==> src/rtl/bcd_pkg.sv <==
// rtl/bcd_pkg.sv - shared types and sizing helper for the binary-to-BCD converter
package bcd_pkg;

  // Conversion sequencer states
  typedef enum logic [1:0] {
    IDLE  = 2'd0,
    SHIFT = 2'd1,
    DONE  = 2'd2
  } state_t;

  // One packed decimal digit
  typedef logic [3:0] bcd_digit_t;

  // True when DIGITS decimal digits can represent every BIN_W-bit unsigned value,
  // i.e. 10^digits >= 2^bin_w. Wide arithmetic keeps this exact for practical sizes.
  function automatic bit bcd_fits(input int bin_w, input int digits);
    logic [127:0] p10;
    logic [127:0] p2;
    p10 = 128'd1;
    for (int i = 0; i < digits; i++) begin
      p10 = p10 * 128'd10;
    end
    p2 = 128'd1 << bin_w;
    return (p10 >= p2);
  endfunction

endpackage

==> src/rtl/bcd_add3.sv <==
// rtl/bcd_add3.sv - double-dabble nibble correction (add 3 when the digit is 5 or more)
module bcd_add3
  import bcd_pkg::*;
(
  input  bcd_digit_t din_i,
  output bcd_digit_t dout_o
);

  // A digit of 5..9 becomes 8..12 so that the following left shift carries into the next digit
  always_comb begin
    dout_o = din_i;
    if (din_i >= 4'd5) begin
      dout_o = din_i + 4'd3;
    end
  end

endmodule

==> src/rtl/binary_to_bcd.sv <==
// rtl/binary_to_bcd.sv - sequential shift-and-add-3 binary to BCD converter with leading-zero blanking
module binary_to_bcd
  import bcd_pkg::*;
#(
  parameter int BIN_W  = 8,
  parameter int DIGITS = 3
) (
  input  logic                  clock,
  input  logic                  reset,
  input  logic [BIN_W-1:0]      bin_in,
  input  logic                  in_valid,
  output logic                  in_ready,
  output logic [4*DIGITS-1:0]   bcd_out,
  output logic [DIGITS-1:0]     digit_en,
  output logic                  out_valid
);

  localparam int BCD_W = 4 * DIGITS;
  localparam int CNT_W = (BIN_W > 1) ? $clog2(BIN_W) : 1;
  localparam logic [CNT_W-1:0] CNT_LOAD = CNT_W'(BIN_W - 1);

  // Refuse to build a converter whose digits cannot hold the largest input
  if (!bcd_fits(BIN_W, DIGITS)) begin : g_size_check
    $error("binary_to_bcd: DIGITS too small for BIN_W");
  end

  state_t             state_q;
  logic [BIN_W-1:0]   shift_q;
  logic [BCD_W-1:0]   work_q;
  logic [CNT_W-1:0]   cnt_q;
  logic [BCD_W-1:0]   bcd_q;
  logic [DIGITS-1:0]  en_q;
  logic               ready_q;
  logic               valid_q;

  logic [BCD_W-1:0]         corr;
  logic [BCD_W+BIN_W-1:0]   shifted;
  logic [BCD_W-1:0]         work_d;
  logic [BIN_W-1:0]         shift_d;
  logic [DIGITS-1:0]        en_d;

  // Per-digit correction of the working register before each shift
  for (genvar g = 0; g < DIGITS; g++) begin : g_add3
    bcd_add3 u_add3 (
      .din_i  (work_q[4*g +: 4]),
      .dout_o (corr[4*g +: 4])
    );
  end

  // One double-dabble step: corrected digits and remaining binary bits move left together
  always_comb begin
    shifted = {corr, shift_q} << 1;
    work_d  = shifted[BCD_W+BIN_W-1:BIN_W];
    shift_d = shifted[BIN_W-1:0];
  end

  // Digit i is shown when it or any more significant digit is nonzero; units always shown
  always_comb begin
    logic any_nz;
    any_nz = 1'b0;
    en_d   = '0;
    for (int i = DIGITS - 1; i >= 0; i--) begin
      any_nz  = any_nz | (work_d[4*i +: 4] != 4'd0);
      en_d[i] = any_nz;
    end
    en_d[0] = 1'b1;
  end

  // Sequencer: accept in IDLE/DONE, shift BIN_W times, publish result in DONE for one cycle
  always_ff @(posedge clock) begin
    if (reset) begin
      state_q <= IDLE;
      shift_q <= '0;
      work_q  <= '0;
      cnt_q   <= '0;
      bcd_q   <= '0;
      en_q    <= '0;
      ready_q <= 1'b1;
      valid_q <= 1'b0;
    end else begin
      case (state_q)
        IDLE, DONE: begin
          valid_q <= 1'b0;
          if (in_valid && ready_q) begin
            shift_q <= bin_in;
            work_q  <= '0;
            cnt_q   <= CNT_LOAD;
            state_q <= SHIFT;
            ready_q <= 1'b0;
          end else begin
            state_q <= IDLE;
            ready_q <= 1'b1;
          end
        end
        SHIFT: begin
          shift_q <= shift_d;
          work_q  <= work_d;
          if (cnt_q == '0) begin
            // Last shift: the value after this step is the finished result
            state_q <= DONE;
            ready_q <= 1'b1;
            valid_q <= 1'b1;
            bcd_q   <= work_d;
            en_q    <= en_d;
          end else begin
            cnt_q <= cnt_q - 1'b1;
          end
        end
        default: begin
          state_q <= IDLE;
          ready_q <= 1'b1;
          valid_q <= 1'b0;
        end
      endcase
    end
  end

  assign in_ready  = ready_q;
  assign out_valid = valid_q;
  assign bcd_out   = bcd_q;
  assign digit_en  = en_q;

endmodule
==> config.mk <==
export PLATFORM = sky130hd
export DESIGN_NAME = binary_to_bcd
export DESIGN_NICKNAME = d
export VERILOG_FILES = /design/src/rtl/bcd_pkg.sv /design/src/rtl/bcd_add3.sv /design/src/rtl/binary_to_bcd.sv
export SDC_FILE = /design/constraint.sdc
export NUM_CORES = 1
export LEC_CHECK = 0
export ABC_CLOCK_PERIOD_IN_PS = 3900
export CORE_UTILIZATION = 57
export CTS_CLUSTER_DIAMETER = 50
export DETAILED_ROUTE_END_ITERATION = 8
export PLACE_DENSITY = 0.84
export SLEW_MARGIN = 10
export SYNTH_ARGS = -nofsm -noshare
export SYNTH_HDL_FRONTEND = slang
export SYNTH_HIERARCHICAL = 1
export SYNTH_SLANG_ARGS = --single-unit
==> constraint.sdc <==
create_clock -name clock -period 3.9 [get_ports clock]
set_input_delay 0.78 -clock clock [delete_from_list [all_inputs] [get_ports clock]]
set_output_delay 0.78 -clock clock [all_outputs]
set_load 0.005 [all_outputs]
==> flow_results.xml, run 1 <==
<?xml version="1.0" encoding="UTF-8"?>
<metrics>
  <group name="run_status">
    <metric name="status" unit="">finished clean</metric>
  </group>
  <group name="power_and_ir_drop">
    <metric name="cellPowerDensity" unit="mW/mm²">372.9</metric>
    <metric name="fin_total_pwr" unit="µW">808.1</metric>
    <metric name="static_leakage" unit="µW">0.0008340</metric>
    <metric name="peakVddDrop" unit="mV">0.2496</metric>
  </group>
  <group name="clock_network">
    <metric name="cts-buffers-inserted" unit="">5</metric>
    <metric name="cts_hold_buffers" unit="">0</metric>
    <metric name="post-cts-setup-buffers" unit="">0</metric>
    <metric name="cts-resized-gates" unit="">0</metric>
    <metric name="clockRootBuffer" unit="">sky130_fd_sc_hd__clkbuf_4</metric>
    <metric name="h_tree_lvl_count" unit="">2</metric>
    <metric name="clk_pin_slew" unit="ns">0.12</metric>
    <metric name="cts_tree" unit="">done</metric>
    <metric name="tritoncts_num_sinks" unit="">42</metric>
    <metric name="max-clock-path-buffers" unit="">2</metric>
    <metric name="worstSkewPairLatency" unit="ns">0.35</metric>
  </group>
  <group name="floorplan">
    <metric name="die_width" unit="µm">58.81</metric>
    <metric name="core" unit="mm²">0.003053</metric>
    <metric name="io_pins" unit="">28</metric>
    <metric name="placementRows" unit="">20</metric>
    <metric name="die_h" unit="µm">58.81</metric>
    <metric name="design.die.area" unit="mm²">0.003458</metric>
    <metric name="floorplan.initialDensity" unit="%">60.25</metric>
  </group>
  <group name="worst_hold_path">
    <metric name="min-delay-path-class" unit="">register to register</metric>
  </group>
  <group name="logic_synthesis">
    <metric name="synthesis.nets" unit="">231</metric>
    <metric name="synthesis.area_per_instance" unit="µm²">8.676</metric>
    <metric name="synth.yosys.warnings" unit="">6</metric>
    <metric name="syn_area" unit="mm²">0.001839</metric>
    <metric name="synthCells" unit="">212</metric>
  </group>
  <group name="global_routing">
    <metric name="groute.usage.overall" unit="%">22.67</metric>
    <metric name="grt_antenna_before_repair" unit="">0</metric>
    <metric name="global_route.overflow_total" unit="">0</metric>
    <metric name="grt_start_max_net_pins" unit="">31</metric>
    <metric name="via_count_of_the_first_global_routing_pass" unit="">1372</metric>
    <metric name="global_route_wire_length_before_repair" unit="µm">5878</metric>
  </group>
  <group name="worst_setup_path">
    <metric name="critical_path.max_stage_delay" unit="ns">0.51</metric>
    <metric name="path_buf_inv" unit="">1</metric>
    <metric name="critPathRequiredTime" unit="ns">3.12</metric>
    <metric name="startpoint_type_of_the_worst_setup_path" unit="">register</metric>
    <metric name="crit_path_cell_trace" unit="">clkdlybuf4s50_1</metric>
    <metric name="crit_type" unit="">register to primary output</metric>
    <metric name="critPathArrivalTime" unit="ns">1.24</metric>
    <metric name="cp_slowest_cell" unit="">sky130_fd_sc_hd__clkdlybuf4s50_1</metric>
    <metric name="critical-path-top-delay-family" unit="">buffers and inverters</metric>
    <metric name="critical_path.max_fanout" unit="">4</metric>
    <metric name="end_kind" unit="">primary output</metric>
  </group>
  <group name="sta">
    <metric name="clock-skew-final" unit="ns">0.008474</metric>
    <metric name="hold_ws" unit="ns">0.4595</metric>
    <metric name="setup_total_negative_slack" unit="ns">0</metric>
    <metric name="timing.final.crit_period" unit="ns">2.025</metric>
    <metric name="finalHoldViolCount" unit="">0</metric>
    <metric name="layout_worst_path_cycle_share" unit="%">51.92</metric>
    <metric name="timing.final.setup_violations" unit="">0</metric>
    <metric name="slew-limit-headroom" unit="%">45.85</metric>
    <metric name="worstMarginPinSlew" unit="ns">0.8093</metric>
    <metric name="grt_setup_unrepaired" unit="">false</metric>
    <metric name="max_freq" unit="MHz">493.9</metric>
    <metric name="max_slew_violations" unit="">0</metric>
  </group>
  <group name="place">
    <metric name="dp_hpwl" unit="µm">2408</metric>
    <metric name="io_buffer_count" unit="">27</metric>
    <metric name="routabilityCongestion" unit="">0.7943</metric>
  </group>
  <group name="final_layout">
    <metric name="areaGrowthSynthToFinish" unit="%">17.82</metric>
    <metric name="drive_gt1_share" unit="%">5.485</metric>
    <metric name="fin_nets" unit="">255</metric>
    <metric name="fillCellCount" unit="">276</metric>
    <metric name="antennaDiodeCount" unit="">0</metric>
  </group>
  <group name="route">
    <metric name="detail_route.wl_per_cell" unit="µm">12.20</metric>
    <metric name="via_per_inst" unit="">5.320</metric>
    <metric name="detail_route.drc_violations" unit="">0</metric>
    <metric name="num_vias" unit="">1495</metric>
    <metric name="ant_nets" unit="">0</metric>
    <metric name="wirelength" unit="µm">3427</metric>
    <metric name="drt-pass1-iter-count" unit="">4</metric>
    <metric name="drt_iter0_markers" unit="">33</metric>
  </group>
  <group name="flow_run">
    <metric name="drv_cap" unit="">0</metric>
  </group>
</metrics>
-- flip-flops by register name (all words and copies together) (netlist names) --
name / flops
bcd_out: 12
cnt_q: 3
digit_en: 3
in_ready: 1
out_valid: 1
shift_q: 8
state_q: 2
work_q: 12
-- where the power goes --
| part | internal, µW | switching, µW |
|---|---|---|
| sequential | 452 | 14.4 |
| clock | 87.5 | 132 |
| combinational | 50.8 | 71.4 |
| total | 590 | 218 |
-- through the flow --
step / instances / util (%) / cell area [µm²] / setup slack, ns
6_report: 281 / 70.98 / 2167 / 1.875
5_1_grt: 281 / 70.98 / 2167 / 1.811
4_1_cts: 281 / 70.98 / 2167 / 1.861
3_5_place_dp: 273 / 69.02 / 2107 / 1.715
3_3_place_gp: 273 / 69.02 / 2107 / 1.746
2_1_floorplan: 212 / - / 1839 / 2.307
-- cell usage in the layout, fill, tap and decap left out, drive strengths merged, types with 3 or more instances in the layout --
cell type and n:
a21oi 16, ha 8, nor4 10, xnor2 3, mux2i 3, a211oi 3, nand2b 6, nor3 11
nor2 25, dfxtp 42, clkdlybuf4s50 27, o21ai 4, nand2 36, a22o 12, inv 9, clkbuf 7
-- worst paths after layout --
path                                  from           to  slack [ns]  depth (start not counted)
worst max-delay path              in_ready     in_ready        1.88                          1
worst min-delay path            bcd_out[4]   bcd_out[4]        0.46                          2
worst max register to register   work_q[9]  digit_en[1]        2.10                          7
worst min register to register  bcd_out[4]   bcd_out[4]        0.46                          2
-- cell type report --
cell class                      instances  area (µm²)  area share, %
Clock buffer                            7       55.05          2.540
Clock inverter                          1       5.005         0.2309
Inverter                                9       33.78          1.559
Multi-Input combinational cell        150       899.6          41.51
Sequential cell                        42       840.8          38.80
Tap cell                               44       55.05          2.540
Timing Repair Buffer                   28       277.8          12.82
-- layer usage --
metal / track usage, % / part of all wire (%) / vias to the layer above
li1: - / - / 778
met1: 26.25 / 47 / 676
met2: 39.12 / 47 / 35
met3: 4.396 / 4.8 / 6
met4: 12.59 / 1.5 / 0
met5: 0 / 0 / -
No activity file was read; power rests on OpenSTA's default activity.
==> run 2, diff against run 1 <==
ABC_CLOCK_PERIOD_IN_PS = 2100   (was 3900)
CORE_UTILIZATION = 53   (was 57)
PLACE_DENSITY = 0.78   (was 0.84)
clock period = 2.1 ns   (was 3.9 ns; I/O delays follow)
==> run 2 against run 1 <==
Routed wire length grew 5.7%. Global-route usage shrank 0.16 points. Count of clock-buffer cells in the layout is the same. Core utilization shrank 4.6 points. Via count grew 2.0%. Flip-flop and latch count is the same. Critical endpoint is now digit_en[1]. Largest power group unchanged. Highest routed layer unchanged.
==> flow_results.xml, run 2 (synthesis gave the netlist of run 1 again) <==
<?xml version="1.0" encoding="UTF-8"?>
<metrics>
  <group name="run_status">
    <metric name="status" unit="">finished clean</metric>
  </group>
  <group name="final_layout">
    <metric name="antennaDiodeCount" unit="">0</metric>
    <metric name="drive_gt1_share" unit="%">7.819</metric>
    <metric name="fin_nets" unit="">261</metric>
    <metric name="layout_common_cells" unit="">sky130_fd_sc_hd__dfxtp_1, sky130_fd_sc_hd__nand2_1, sky130_fd_sc_hd__clkdlybuf4s50_1</metric>
    <metric name="most_common_cell_after_layout_fill_and_taps_aside" unit="">sky130_fd_sc_hd__dfxtp_1</metric>
    <metric name="areaGrowthSynthToFinish" unit="%">20.41</metric>
  </group>
  <group name="worst_setup_path">
    <metric name="cp_slowest_cell" unit="">sky130_fd_sc_hd__nor4_1</metric>
    <metric name="end_kind" unit="">register</metric>
    <metric name="path_buf_inv" unit="">1</metric>
    <metric name="crit_path_cell_trace" unit="">inv_1 -&gt; ha_1 -&gt; nand2b_1 -&gt; a21oi_2 -&gt; xnor2_1 -&gt; nor4_1 -&gt; a311oi_1</metric>
    <metric name="critical_path.max_stage_delay" unit="ns">0.46</metric>
    <metric name="critPathRequiredTime" unit="ns">2.33</metric>
    <metric name="critical-path-top-delay-family" unit="">simple AND/OR/NAND/NOR gates</metric>
    <metric name="startpoint_type_of_the_worst_setup_path" unit="">register</metric>
    <metric name="critical_path.max_fanout" unit="">3</metric>
    <metric name="critPathArrivalTime" unit="ns">2.07</metric>
    <metric name="crit_type" unit="">register to register</metric>
  </group>
  <group name="global_routing">
    <metric name="grt_start_max_net_pins" unit="">30</metric>
    <metric name="groute.usage.overall" unit="%">22.51</metric>
    <metric name="global_route.overflow_total" unit="">0</metric>
    <metric name="grt_antenna_before_repair" unit="">0</metric>
    <metric name="global_route_wire_length_before_repair" unit="µm">6078</metric>
    <metric name="via_count_of_the_first_global_routing_pass" unit="">1306</metric>
  </group>
  <group name="place">
    <metric name="dp_hpwl" unit="µm">2491</metric>
    <metric name="io_buffer_count" unit="">27</metric>
    <metric name="routabilityCongestion" unit="">0.7883</metric>
    <metric name="post-place-ws" unit="ns">0.1943</metric>
  </group>
  <group name="flow_run">
    <metric name="drv_cap" unit="">0</metric>
  </group>
  <group name="sta">
    <metric name="worstMarginPinSlew" unit="ns">0.8077</metric>
    <metric name="timing.final.setup_violations" unit="">0</metric>
    <metric name="clock-skew-final" unit="ns">0.01098</metric>
    <metric name="layout_worst_path_cycle_share" unit="%">87.36</metric>
    <metric name="max_slew_violations" unit="">0</metric>
    <metric name="slew-limit-headroom" unit="%">45.95</metric>
    <metric name="finalHoldViolCount" unit="">0</metric>
    <metric name="max_freq" unit="MHz">545.1</metric>
    <metric name="post-route-worst-setup-slack" unit="ns">0.2654</metric>
    <metric name="setup_total_negative_slack" unit="ns">0</metric>
    <metric name="grt_setup_unrepaired" unit="">false</metric>
    <metric name="timing.final.crit_period" unit="ns">1.835</metric>
  </group>
  <group name="floorplan">
    <metric name="io_pins" unit="">28</metric>
    <metric name="floorplan.initialDensity" unit="%">55.12</metric>
    <metric name="die_h" unit="µm">60.91</metric>
    <metric name="core" unit="mm²">0.003337</metric>
    <metric name="design.die.area" unit="mm²">0.003710</metric>
    <metric name="die_width" unit="µm">60.91</metric>
    <metric name="placementRows" unit="">21</metric>
  </group>
  <group name="power_and_ir_drop">
    <metric name="pwr-share-clk" unit="%">27.6</metric>
    <metric name="cell_internal_pwr" unit="µW">1112</metric>
    <metric name="static_leakage" unit="µW">0.0008628</metric>
    <metric name="p_seq_share" unit="%">56.5</metric>
    <metric name="peakVddDrop" unit="mV">0.4243</metric>
    <metric name="power.combinational.fraction" unit="%">15.9</metric>
    <metric name="cellPowerDensity" unit="mW/mm²">693.3</metric>
    <metric name="p_sw_share" unit="%">27.58</metric>
    <metric name="power.net_switching" unit="µW">423.4</metric>
  </group>
  <group name="clock_network">
    <metric name="post-cts-setup-buffers" unit="">0</metric>
    <metric name="cts_hold_buffers" unit="">0</metric>
    <metric name="cts_tree" unit="">done</metric>
    <metric name="max-clock-path-buffers" unit="">2</metric>
    <metric name="cts-buffers-inserted" unit="">5</metric>
    <metric name="worstSkewPairLatency" unit="ns">0.36</metric>
    <metric name="cts-resized-gates" unit="">0</metric>
    <metric name="clk_pin_slew" unit="ns">0.13</metric>
    <metric name="tritoncts_num_sinks" unit="">42</metric>
    <metric name="h_tree_lvl_count" unit="">2</metric>
    <metric name="clockRootBuffer" unit="">sky130_fd_sc_hd__clkbuf_4</metric>
  </group>
  <group name="route">
    <metric name="detail_route.wl_per_cell" unit="µm">12.53</metric>
    <metric name="via_per_inst" unit="">5.277</metric>
    <metric name="drt_iter0_markers" unit="">65</metric>
    <metric name="wirelength" unit="µm">3621</metric>
    <metric name="drt-pass1-iter-count" unit="">4</metric>
    <metric name="detail_route.drc_violations" unit="">0</metric>
    <metric name="ant_nets" unit="">0</metric>
    <metric name="num_vias" unit="">1525</metric>
  </group>
  <group name="worst_hold_path">
    <metric name="min-delay-path-class" unit="">register to register</metric>
  </group>
</metrics>
## run 2: per-stage QoR
step                instances  hold WS [ns]  utilization, %  cell area [µm²]  total power [µW]
floorplan                 212        0.4422               -             1839              1047
global placement          281        0.4428           64.57             2155              1124
detailed placement        281        0.4456           64.57             2155              1130
CTS                       289        0.4624           66.37             2215              1542
global route              289        0.4790           66.37             2215              1624
finish                    289        0.4614           66.37             2215              1535
## run 2: tightest hold or removal path: stages, from the launching register on
cell and delay, ns:
sky130_fd_sc_hd__dfxtp_1 0.33, sky130_fd_sc_hd__nand2_1 0.05, sky130_fd_sc_hd__a21oi_1 0.05
## run 2: final timing paths
kind	startpoint	endpoint	slack, ns	depth (start not counted)
max	work_q[9]	digit_en[1]	0.27	7
min	bcd_out[5]	bcd_out[5]	0.46	2
max reg2reg	work_q[9]	digit_en[1]	0.27	7
min reg2reg	bcd_out[5]	bcd_out[5]	0.46	2
## run 2: layer usage
layer  track usage, %  up-vias  wire length, µm
met4            8.766        0               55
met1            31.39      704             1847
met5                0        -                0
met3            6.397        5              126
li1                 -      791                -
met2            32.97       25             1592
## run 2: final cells by class
cell class / count / area, µm²
multi-input combinational: 150 / 899.6
timing repair buffer: 34 / 322.8
clock buffer: 7 / 55.05
clock inverter: 1 / 5.005
tap: 46 / 57.56
sequential: 42 / 840.8
inverter: 9 / 33.78
fill: 289 / 1122
## run 2: power by group through the flow
stage / combinational [µW] / clock, µW / sequential (µW)
final: 244 / 424 / 867
after detailed placement: 245 / 0 / 885
after CTS: 246 / 428 / 868
after global placement: 239 / 0 / 884
after global routing: 271 / 478 / 875
after floorplan: 168 / 0 / 879
==> run 3, diff against run 2 <==
CORE_ASPECT_RATIO = 1.1   (was default)
==> run 3 against run 2 <==
Worst hold slack improved by 0.0021 ns. Critical path type unchanged. Critical path depth did not move. First-iteration DRC count shrank 22%. Flip-flop and latch count stayed put. Sequential share of layout area fell by 0.34 points. Combinational power hardly changed. Via count increased by 2.4%. Largest power group unchanged.
==> flow_results.xml, run 3 (synthesis gave the netlist of run 1 again) <==
<?xml version="1.0" encoding="UTF-8"?>
<metrics>
  <group name="worst_hold_path">
    <metric name="holdPathStages" unit="">2</metric>
    <metric name="min-delay-path-class" unit="">register to register</metric>
    <metric name="hold_start" unit="">bcd_out[3]</metric>
    <metric name="hold_end" unit="">bcd_out[3]</metric>
  </group>
  <group name="final_layout">
    <metric name="areaGrowthSynthToFinish" unit="%">21.50</metric>
    <metric name="most_common_cell_after_layout_fill_and_taps_aside" unit="">sky130_fd_sc_hd__dfxtp_1</metric>
    <metric name="layout_common_cells" unit="">sky130_fd_sc_hd__dfxtp_1, sky130_fd_sc_hd__nand2_1, sky130_fd_sc_hd__clkdlybuf4s50_1</metric>
    <metric name="ff_latch_area" unit="µm²">840.8</metric>
    <metric name="drive_gt1_share" unit="%">9.016</metric>
    <metric name="fin_nets" unit="">262</metric>
    <metric name="fillCellCount" unit="">286</metric>
    <metric name="final_util" unit="%">67.09</metric>
    <metric name="antennaDiodeCount" unit="">0</metric>
    <metric name="total_area_of_multi_input_combinational_cells" unit="µm²">905.9</metric>
  </group>
  <group name="worst_setup_path">
    <metric name="path_buf_inv" unit="">1</metric>
    <metric name="critPathRequiredTime" unit="ns">2.35</metric>
    <metric name="critical_path.max_stage_delay" unit="ns">0.40</metric>
    <metric name="startpoint_type_of_the_worst_setup_path" unit="">register</metric>
    <metric name="critPathArrivalTime" unit="ns">2.09</metric>
    <metric name="critical_path.max_fanout" unit="">3</metric>
    <metric name="rr_worst_depth" unit="">7</metric>
    <metric name="cp-startpoint" unit="">work_q[9]</metric>
    <metric name="worst-path-stages" unit="">7</metric>
    <metric name="crit-reg2reg-launch" unit="">work_q[9]</metric>
    <metric name="r2r_setup_slack" unit="ns">0.27</metric>
    <metric name="critical_r2r_capture" unit="">digit_en[1]</metric>
    <metric name="critical-path-top-delay-family" unit="">compound AO/OA/AOI/OAI gates</metric>
    <metric name="cp_slowest_cell" unit="">sky130_fd_sc_hd__mux2i_1</metric>
    <metric name="crit_path_cell_trace" unit="">inv_1 -&gt; ha_1 -&gt; nand2b_1 -&gt; a21oi_2 -&gt; mux2i_1 -&gt; nor4_2 -&gt; a311oi_1</metric>
    <metric name="end_kind" unit="">register</metric>
    <metric name="crit_type" unit="">register to register</metric>
  </group>
  <group name="route">
    <metric name="drt-pass1-iter-count" unit="">4</metric>
    <metric name="detail_route.drc_violations" unit="">0</metric>
    <metric name="drt_iter0_markers" unit="">51</metric>
    <metric name="wirelength" unit="µm">3568</metric>
    <metric name="detail_route.wl_per_cell" unit="µm">12.22</metric>
    <metric name="num_vias" unit="">1561</metric>
    <metric name="via_per_inst" unit="">5.346</metric>
    <metric name="ant_nets" unit="">0</metric>
  </group>
  <group name="power_and_ir_drop">
    <metric name="fin_total_pwr" unit="µW">1535</metric>
    <metric name="static_leakage" unit="µW">0.0008681</metric>
    <metric name="peakVddDrop" unit="mV">0.4933</metric>
    <metric name="cellPowerDensity" unit="mW/mm²">687.0</metric>
  </group>
  <group name="floorplan">
    <metric name="core" unit="mm²">0.003331</metric>
    <metric name="die_width" unit="µm">58.17</metric>
    <metric name="die_h" unit="µm">63.79</metric>
    <metric name="design.die.area" unit="mm²">0.003710</metric>
    <metric name="floorplan.initialDensity" unit="%">55.22</metric>
    <metric name="io_pins" unit="">28</metric>
    <metric name="placementRows" unit="">22</metric>
  </group>
  <group name="global_routing">
    <metric name="via_count_of_the_first_global_routing_pass" unit="">1522</metric>
    <metric name="met3_use_gr" unit="%">5.061</metric>
    <metric name="gr-max-usage-layer" unit="">met2</metric>
    <metric name="global_route.usage.met2" unit="%">39.66</metric>
    <metric name="global_route.usage.met1" unit="%">25.16</metric>
    <metric name="global_route_wire_length_before_repair" unit="µm">6472</metric>
    <metric name="grt_antenna_before_repair" unit="">0</metric>
    <metric name="grt_start_max_net_pins" unit="">30</metric>
    <metric name="global_route.overflow_total" unit="">0</metric>
    <metric name="groute.usage.overall" unit="%">22.55</metric>
  </group>
  <group name="clock_network">
    <metric name="cts-buffers-inserted" unit="">5</metric>
    <metric name="cts_tree" unit="">done</metric>
    <metric name="cts_hold_buffers" unit="">0</metric>
    <metric name="max-clock-path-buffers" unit="">2</metric>
    <metric name="clockRootBuffer" unit="">sky130_fd_sc_hd__clkbuf_4</metric>
    <metric name="clk_pin_slew" unit="ns">0.12</metric>
    <metric name="h_tree_lvl_count" unit="">2</metric>
    <metric name="tritoncts_num_sinks" unit="">42</metric>
    <metric name="cts-resized-gates" unit="">0</metric>
    <metric name="post-cts-setup-buffers" unit="">0</metric>
    <metric name="worstSkewPairLatency" unit="ns">0.35</metric>
  </group>
  <group name="sta">
    <metric name="clock-skew-final" unit="ns">0.01311</metric>
    <metric name="timing.final.setup_violations" unit="">0</metric>
    <metric name="slew-limit-headroom" unit="%">45.54</metric>
    <metric name="worstMarginPinSlew" unit="ns">0.8139</metric>
    <metric name="post-route-worst-setup-slack" unit="ns">0.2681</metric>
    <metric name="finalHoldViolCount" unit="">0</metric>
    <metric name="timing.final.crit_period" unit="ns">1.832</metric>
    <metric name="setup_total_negative_slack" unit="ns">0</metric>
    <metric name="grt_setup_unrepaired" unit="">false</metric>
    <metric name="max_slew_violations" unit="">0</metric>
    <metric name="layout_worst_path_cycle_share" unit="%">87.23</metric>
    <metric name="max_freq" unit="MHz">545.9</metric>
  </group>
  <group name="place">
    <metric name="io_buffer_count" unit="">27</metric>
    <metric name="dp_hpwl" unit="µm">2607</metric>
    <metric name="post-place-ws" unit="ns">0.2422</metric>
    <metric name="routabilityCongestion" unit="">0.7814</metric>
  </group>
  <group name="flow_run">
    <metric name="drv_cap" unit="">0</metric>
  </group>
  <group name="run_status">
    <metric name="status" unit="">finished clean</metric>
  </group>
</metrics>
-- run 3: cell count changes in the layout (fill, tap and decap cells not counted) --
cell,before,now
sky130_fd_sc_hd__clkinvlp_4,0,1
sky130_fd_sc_hd__clkbuf_1,1,0
sky130_fd_sc_hd__buf_4,7,8
sky130_fd_sc_hd__nor4_1,10,9
sky130_fd_sc_hd__nor4_2,0,1
-- run 3: how the worst max path moves through the flow --
stage | endpoint | slack (ns)
CTS | digit_en[1] | 0.17
finish | digit_en[1] | 0.27
detailed placement | digit_en[1] | 0.24
floorplan | digit_en[1] | 0.51
global placement | digit_en[1] | 0.29
global route | digit_en[1] | 0.07
-- run 3: layout make-up --
type,instances,area share (%)
clock inverter,2,0.5599
multi-input combinational,150,40.54
tap,48,2.688
clock buffer,6,2.296
timing repair buffer,35,14.78
inverter,9,1.512
sequential,42,37.63
-- run 3: worst register-to-register path, delay by kind of cell (launching register included) --
family | cells | cell delay (ns)
AND/OR/NAND/NOR | 2 | 0.27
buffers and inverters | 1 | 0.07
flip-flops | 1 | 0.36
AO/OA/AOI/OAI | 2 | 0.47
multiplexers | 1 | 0.40
adder cells (fa/ha/maj) | 1 | 0.17
-- run 3: power by group --
part / internal, µW / switching, µW / total, µW
combinational: 111 / 135 / 246
clock: 161 / 260 / 422
sequential: 840 / 28.0 / 868
total: 1110 / 423 / 1540
-- run 3: routing by layer --
layer	routed length [µm]	share of wire (%)	vias to the layer above
li1	-	-	788
met1	1521	43	722
met2	1809	51	40
met3	139	3.9	11
met4	97	2.7	0
met5	0	0	-
-- run 3: per-stage QoR --
stage               cells  area (µm²)  hold slack [ns]
finish                292        2235           0.4635
global placement      284        2165           0.4421
floorplan             212        1839           0.4422
detailed placement    284        2165           0.4467
CTS                   292        2228           0.4647
global route          292        2235           0.4851
